### src/rtl/inst_loader.sv
// inst_loader: assembles a byte stream into big-endian 16-bit instruction words
// and writes them into instruction memory starting at LOAD_BASE.
// Ports:
//   clk, rst              clock, asynchronous active-low reset
//   start, len            load request and word count (len sampled on accepted start)
//   byte_in, byte_valid   incoming byte stream
//   byte_ready            loader can accept a byte this cycle (HI/LO states)
//   mem_addr, mem_wdata   instruction-memory write address / data
//   mem_we                one-cycle write strobe
//   busy, done, exc       load in progress, completion pulse, sticky out-of-range flag
//   word_count            words written in the current or most recent load
module inst_loader #(
  parameter int unsigned INSTR_ADDR_WIDTH     = 16,
  parameter int unsigned INSTR_DATA_BIT_WIDTH = 16,
  parameter int unsigned INSTR_MEM_SIZE       = 64,
  parameter int unsigned LOAD_BASE            = 0
) (
  input  logic                            clk,
  input  logic                            rst,
  input  logic                            start,
  input  logic [INSTR_ADDR_WIDTH-1:0]     len,
  input  logic [7:0]                      byte_in,
  input  logic                            byte_valid,
  output logic                            byte_ready,
  output logic [INSTR_ADDR_WIDTH-1:0]     mem_addr,
  output logic [INSTR_DATA_BIT_WIDTH-1:0] mem_wdata,
  output logic                            mem_we,
  output logic                            busy,
  output logic                            done,
  output logic                            exc,
  output logic [INSTR_ADDR_WIDTH-1:0]     word_count
);

  localparam int unsigned AW    = INSTR_ADDR_WIDTH;
  localparam int unsigned DW    = INSTR_DATA_BIT_WIDTH;
  localparam int unsigned CMP_W = (AW > 32) ? AW : 32;

  typedef enum logic [2:0] {
    S_IDLE  = 3'd0,
    S_HI    = 3'd1,
    S_LO    = 3'd2,
    S_WRITE = 3'd3,
    S_DONE  = 3'd4,
    S_ERR   = 3'd5
  } state_t;

  state_t          state_q, state_d;
  logic [AW-1:0]   len_q, len_d;
  logic            byte_ready_q, byte_ready_d;
  logic [AW-1:0]   mem_addr_q, mem_addr_d;
  logic [DW-1:0]   mem_wdata_q, mem_wdata_d;
  logic            mem_we_q, mem_we_d;
  logic            busy_q, busy_d;
  logic            done_q, done_d;
  logic            exc_q, exc_d;
  logic [AW-1:0]   word_count_q, word_count_d;

  logic            xfer_c;
  logic [AW-1:0]   addr_c;
  logic            in_range_c;
  logic [AW-1:0]   wc_inc_c;
  logic            last_c;

  // Handshake and target address for the word currently being assembled.
  assign xfer_c     = byte_valid & byte_ready_q;
  assign addr_c     = AW'(LOAD_BASE) + word_count_q;
  assign in_range_c = CMP_W'(addr_c) < CMP_W'(INSTR_MEM_SIZE);
  assign wc_inc_c   = word_count_q + AW'(1);
  assign last_c     = (wc_inc_c == len_q);

  // Next-state and next-output logic.
  always_comb begin
    state_d      = state_q;
    len_d        = len_q;
    mem_addr_d   = mem_addr_q;
    mem_wdata_d  = mem_wdata_q;
    mem_we_d     = 1'b0;
    exc_d        = exc_q;
    word_count_d = word_count_q;

    case (state_q)
      S_IDLE, S_DONE, S_ERR: begin
        if (start) begin
          len_d        = len;
          word_count_d = '0;
          exc_d        = 1'b0;
          state_d      = (len == '0) ? S_DONE : S_HI;
        end else if (state_q == S_DONE) begin
          state_d = S_IDLE;
        end
      end
      S_HI: begin
        if (xfer_c) begin
          mem_wdata_d[DW-1 -: 8] = byte_in;
          state_d                = S_LO;
        end
      end
      S_LO: begin
        // Strobe is raised together with entry to WRITE only if the target is in range.
        if (xfer_c) begin
          mem_wdata_d[7:0] = byte_in;
          mem_addr_d       = addr_c;
          mem_we_d         = in_range_c;
          state_d          = S_WRITE;
        end
      end
      S_WRITE: begin
        if (in_range_c) begin
          word_count_d = wc_inc_c;
          state_d      = last_c ? S_DONE : S_HI;
        end else begin
          exc_d   = 1'b1;
          state_d = S_ERR;
        end
      end
      default: state_d = S_IDLE;
    endcase

    // Status outputs are registered copies of the upcoming state.
    byte_ready_d = (state_d == S_HI) || (state_d == S_LO);
    busy_d       = byte_ready_d || (state_d == S_WRITE);
    done_d       = (state_d == S_DONE);
  end

  // State and output registers.
  always_ff @(posedge clk or negedge rst) begin
    if (!rst) begin
      state_q      <= S_IDLE;
      len_q        <= '0;
      byte_ready_q <= 1'b0;
      mem_addr_q   <= '0;
      mem_wdata_q  <= '0;
      mem_we_q     <= 1'b0;
      busy_q       <= 1'b0;
      done_q       <= 1'b0;
      exc_q        <= 1'b0;
      word_count_q <= '0;
    end else begin
      state_q      <= state_d;
      len_q        <= len_d;
      byte_ready_q <= byte_ready_d;
      mem_addr_q   <= mem_addr_d;
      mem_wdata_q  <= mem_wdata_d;
      mem_we_q     <= mem_we_d;
      busy_q       <= busy_d;
      done_q       <= done_d;
      exc_q        <= exc_d;
      word_count_q <= word_count_d;
    end
  end

  assign byte_ready = byte_ready_q;
  assign mem_addr   = mem_addr_q;
  assign mem_wdata  = mem_wdata_q;
  assign mem_we     = mem_we_q;
  assign busy       = busy_q;
  assign done       = done_q;
  assign exc        = exc_q;
  assign word_count = word_count_q;

endmodule

### config.mk
export PLATFORM = sky130hd
export DESIGN_NAME = inst_loader
export DESIGN_NICKNAME = d
export VERILOG_FILES = /design/src/rtl/inst_loader.sv
export SDC_FILE = /design/constraint.sdc
export NUM_CORES = 1
export LEC_CHECK = 0
export ABC_AREA = 1
export BUFFER_PORTS_ARGS = -buffer_cell sky130_fd_sc_hd__buf_2
export CAP_MARGIN = 30
export CORE_MARGIN = 10
export CORE_UTILIZATION = 41
export DETAILED_ROUTE_END_ITERATION = 7
export PLACE_DENSITY_LB_ADDON = 0.12
export SLEW_MARGIN = 20
export SYNTH_ARGS = -nofsm -noshare
export SYNTH_HDL_FRONTEND = slang
export SYNTH_SLANG_ARGS = --single-unit
### constraint.sdc
create_clock -name clk -period 3 [get_ports clk]
set_clock_uncertainty 0.15 [all_clocks]
set_input_delay 0.6 -clock clk [delete_from_list [all_inputs] [get_ports clk]]
set_output_delay 0.6 -clock clk [all_outputs]
set_load 0.01 [all_outputs]
# Word-level counts from Yosys, hierarchy flattened
# Cells that the tools add are included.
[word_totals]
reg_bits = 72
in_bits = 28
out_inout_bits = 53
elab_cells = 54
[classes]
add_sub_neg = 1
n_lt_le_gt_ge = 1
eq_ne = 13
n_mux = 16
n_bitwise = 1
reduce_logical = 11
[op_table]
columns = ["op", "count"]
rows = [
  ["$mux W16", 2],
  ["$pmux W16 S2", 1],
  ["$mux W3", 7],
  ["$add A16 B1 Y16 const B", 1],
  ["$eq A16 B16 Y1", 1],
  ["$logic_not A16 Y1", 1],
  ["$lt A16 B7 Y1 const B", 1],
  ["$eq A3 B2 Y1 const B", 4],
  ["$pmux W3 S4", 1],
  ["$eq A3 B3 Y1 const B", 3],
  ["$eq A3 B1 Y1 const B", 2],
  ["$ne A2 B2 Y1 const B", 3],
  ["$reduce_and A2 Y1", 3],
  ["$reduce_and A3 Y1", 2],
  ["$mux W1", 4],
  ["$logic_not A3 Y1", 1],
  ["$reduce_or A3 Y1", 1],
  ["$logic_or A1 B1 Y1", 2],
  ["$pmux W1 S2", 1],
  ["$reduce_bool A2 Y1", 1],
  ["$and A1 B1 Y1", 1],
]

# Depth between registers and ports, before layout
[logic_depth]
ltp_word = 8
mapped_depth = 16
mapped_depth_nobuf = 16

# Worst setup path after synthesis
# OpenSTA, ideal clock, no wires.
[synth_timing]
kind = "reg-to-reg"
from = "reg word_count_q[0] (netlist: word_count[0])"
to = "reg byte_ready_q (netlist: byte_ready)"
setup_ns = 0.120
arrival_time_ns = 1.775
required_ns = 2.730
setup_slack_ns = 0.955
path_stages_with_launch = 17
n_path_buf = 0
period_less_slack_ns = 2.045
cell_sequence = "dfrtp_1 -> ha_1 -> nand2_1 -> nor2_2 -> nand2_1 -> nand2_1 -> nand2_1 -> nand2_1 -> nand2_1 -> inv_2 -> nand3_1 -> nor2_1 -> nand3_2 -> nor2_1 -> nor2_2 -> nand2_1 -> nor2_1"
[synth_between]
elab_chain_len = 7
elab_cells_between_ends = 9
classes_between = "add/sub: 1; order compare: 1; eq/ne: 3; mux: 3; reduce/logical: 1"
[synth_lines]
columns = ["item", "line", "text"]
rows = [
  ["start, declared", "56", "logic [AW-1:0] word_count_q, word_count_d;"],
  ["start signal, assigned", "148", "word_count_q <= word_count_d;"],
  ["$add A16 B1 Y16", "68", "assign wc_inc_c = word_count_q + AW'(1);"],
  ["$eq A16 B16 Y1", "69", "assign last_c = (wc_inc_c == len_q);"],
  ["$mux W3", "110", "state_d = last_c ? S_DONE : S_HI;"],
  ["$mux W3 *", "108", "if (in_range_c) begin"],
  ["$pmux W3 S4 *", "81", "case (state_q)"],
  ["$eq A3 B1 Y1 / $eq A3 B2 Y1 (equally long branches)", "120", "byte_ready_d = (state_d == S_HI) || (state_d == S_LO);"],
  ["$logic_or A1 B1 Y1 *", "120", ""],
  ["net byte_ready_d", "49", "logic byte_ready_q, byte_ready_d;"],
  ["end signal, assigned", "141", "byte_ready_q <= byte_ready_d;"],
  ["end, declared", "49", ""],
]
# Mark *: on every way through the listed nets, which the timed path passes. The rest lies on a longest branch.
# A chain may end at the register's enable or synchronous reset.

# Worst setup path in the final report
# Same ends and word-level chain as after synthesis.

==> results_dict.tcl <==
set metrics [dict create \
    yosys_warnings 0 \
    numCtsBuffers 9 \
    crit_type "flop to flop" \
    critPathCaptureType "flop" \
    final_common_cell "nand2_1" \
    tightest_slew_ns 0.4833 \
    die_area_um2 12540 \
    synth_seq_area_share_pct 51.95 \
    fillers 823 \
    worst_path_largest_cell_delay_ns 0.50 \
    power_switching_w 0.001213 \
    rsz0062_at_grt "false" \
    insertion_delay_ns 0.35 \
    timing.final.ws_setup_ns 0.6266 \
    dr.first_iter.drc_count 147 \
    drive_gt1_share_pct 22.58 \
    netlist_top_cells_area "dfrtp_1 (52%), nand2_1 (13%), o21ai_0 (7.4%), inv_1 (6.8%), nor2_1 (4.2%)" \
    cap_violations 0 \
    final_cell_mix "nand2_1 (123), buf_2 (80), dfrtp_1 (72), inv_1 (63), o21ai_0 (51)" \
    reg2reg_from "word_count[0]" \
    synth_top_cell_by_area "dfrtp_1" \
    critical_path.slowest_cell "dfrtp_1" \
    crit_family "simple AND/OR/NAND/NOR gates" \
    outcome "complete, no violations" \
    crit_path_max_fanout 7 \
    switching_share_pct 37.13 \
    grt_max_degree 73 \
    cp-start-kind "flop" \
    area_growth_syn_to_layout_pct 21.03 \
    synthesis.area_um2 3468 \
    dr_total_vias 2932 \
    die_x_um 112.0 \
    cts_tree "built" \
    cts_setup_buffers 0 \
    grtUsageTotal_pct 14.03 \
    core_um2 8217 \
    synth.distinct_cells 25 \
    pre_cts_ws_ns 0.6365 \
    path_clk_slew_ns 0.08 \
    timing.rr.end "byte_ready" \
    nets 551 \
    dp_hpwl_um 6677 \
    io_buffers 80 \
    ios 81 \
    cts_sinks 72 \
    slew_headroom_pct 67.75 \
    reg2regPathDepth 12 \
    internal-power_w 0.002054 \
    drt-total-wl_um 8726 \
    p_leak_nw 2.244 \
    setup_viol 0 \
    antennaDiodeCount 0 \
    regToRegSetupSlack_ns 0.63 \
    viasPerCell 4.639 \
    fin_crit_ns 2.373 \
    drt-pass1-iter-count 4 \
    grt_pass1_vias 2855 \
    syn_area_per_cell_um2 7.919 \
    cts_max_level 3 \
    p_per_area_nw_per_um2 778.3 \
    synth-seq-cells 72 \
    max_clock_freq_mhz 421.3 \
    grt_overflow_total 0 \
    routabilityCongestion 0.9356 \
    worstHoldPathType "input port to asynchronous set/reset pin" \
    cts_hold_buf 0 \
    cts-root-buf "clkbuf_8" \
    synth_nets 467 \
    row_count 33 \
    setup-tns-final_ns 0 \
    worst_ep_required_time_ns 3.09 \
    power_frac_clock_pct 24.2 \
    routedWlPerCell_um 13.81 \
    synth_cells 438 \
    post_cts_resized 0 \
    drcViolationCount 0 \
    crit_top_cell "nand2_1" \
    path_buf_inv 0 \
    cts.path.max_buffers 2 \
    synth_top_area_share_pct 51.95 \
    ant_nets 0 \
    maxSlewViolCount 0 \
    start_util_pct 42.21 \
    p_comb_share_pct 32.1 \
    seqPwrFrac_pct 43.6 \
    die_h_um 112.0 \
    hold_viol_final 0 \
    peakVddDrop_v 0.0003569 \
    min_period_over_period_pct 79.11 \
    antenna_found_initial 0 \
    arrival_ns 2.46 \
    crit_chain "ha_1 > nand2_1 > nor2_2 > nand3_1 > xnor3_1 > nand2_1 > nor2_1 > nand3_2 > nand2_1 > nand3_1 > nand2_1 > nor2_1" \
    grt_pass1_wl_um 14600 \
]
[through the flow]
step | utilization, % | cell area (um2) | total power (W) | hold WS, ns | cells
after floorplan | - | 3468 | 0.002132 | 0.1544 | 438
after global placement | 48.61 | 3994 | 0.002497 | 0.3101 | 616
after detailed placement | 48.61 | 3994 | 0.002514 | 0.3110 | 616
after CTS | 51.09 | 4198 | 0.003316 | 0.1306 | 632
after global routing | 51.09 | 4198 | 0.003546 | 0.1411 | 632
final | 51.09 | 4198 | 0.003267 | 0.1176 | 632
[metal layers]
layer | GRT usage (%) | part of all wire, % | vias to the layer above
met5 | 0 | 0 | -
met4 | 3.299 | 0.85 | 0
met3 | 4.670 | 6.5 | 9
met2 | 20.71 | 43 | 73
met1 | 19.36 | 49 | 1298
li1 | - | - | 1552
[kinds of logic (layout without fill, tap and decap cells)]
family          after synthesis  after routing  share of synthesized area [%]
simple gates                224            224                          28.64
xor+xnor                      4              4                          1.804
buf+inv                      77            166                          8.442
fa+ha+maj                     1              1                         0.3607
compound gates               60             60                          8.802
flops                        72             72                          51.95
[area by class of cell]
class                   instances  area, um2  share of cell area [%]
flip-flops and latches         72       1802                   42.92
multi-input cells             289       1374                   32.73
repair buffers                 83      435.4                   10.37
inverters                      67      251.5                   5.991
well taps                     105      131.4                   3.130
clock buffers                   9      123.9                   2.951
clock inverters                 7      80.08                   1.908
[registers in the layout, indices dropped and copies added (netlist names)]
register    count
busy            1
byte_ready      1
done            1
exc             1
len_q          16
mem_addr       16
mem_wdata      16
mem_we          1
state_q         3
word_count     16
[power groups by stage]
stage / Clock, W / Sequential [W] / Combinational (W)
after floorplan: 0 / 0.00148 / 0.000651
after CTS: 0.000814 / 0.00142 / 0.00108
after global routing: 0.000856 / 0.00146 / 0.00123
after global placement: 0 / 0.00144 / 0.00106
after detailed placement: 0 / 0.00144 / 0.00107
final: 0.000792 / 0.00143 / 0.00105
[worst max-delay path by stage]
stage | cells past startpoint | to | from | slack, ns
after global routing | 14 | busy | word_count[0] | 0.41
after CTS | 12 | byte_ready | word_count[0] | 0.61
after global placement | 14 | byte_ready | word_count[0] | 0.63
final | 12 | byte_ready | word_count[0] | 0.63
after detailed placement | 12 | byte_ready | word_count[0] | 0.64
after floorplan | 16 | byte_ready | word_count[0] | 0.95
[cells in the mapped netlist]
library cell  instances
xnor3_1               2
clkbuf_1              9
nand2_4               1
nand3b_1              5
a21oi_1               2
xnor2_1               1
nand4_1              11
buf_4                 1
nor2_1               39
or2_2                 1
xor2_1                1
nor2_4                4
inv_2                 4
nor3_1                3
nand2_2               2
o21ai_1               3
nand3_1              27
nor2_2                7
o21ai_0              51
ha_1                  1
inv_1                63
dfrtp_1              72
o22ai_1               4
nand2_1             123
nand3_2               1
Note: power is estimated with default switching activity, not from simulation.
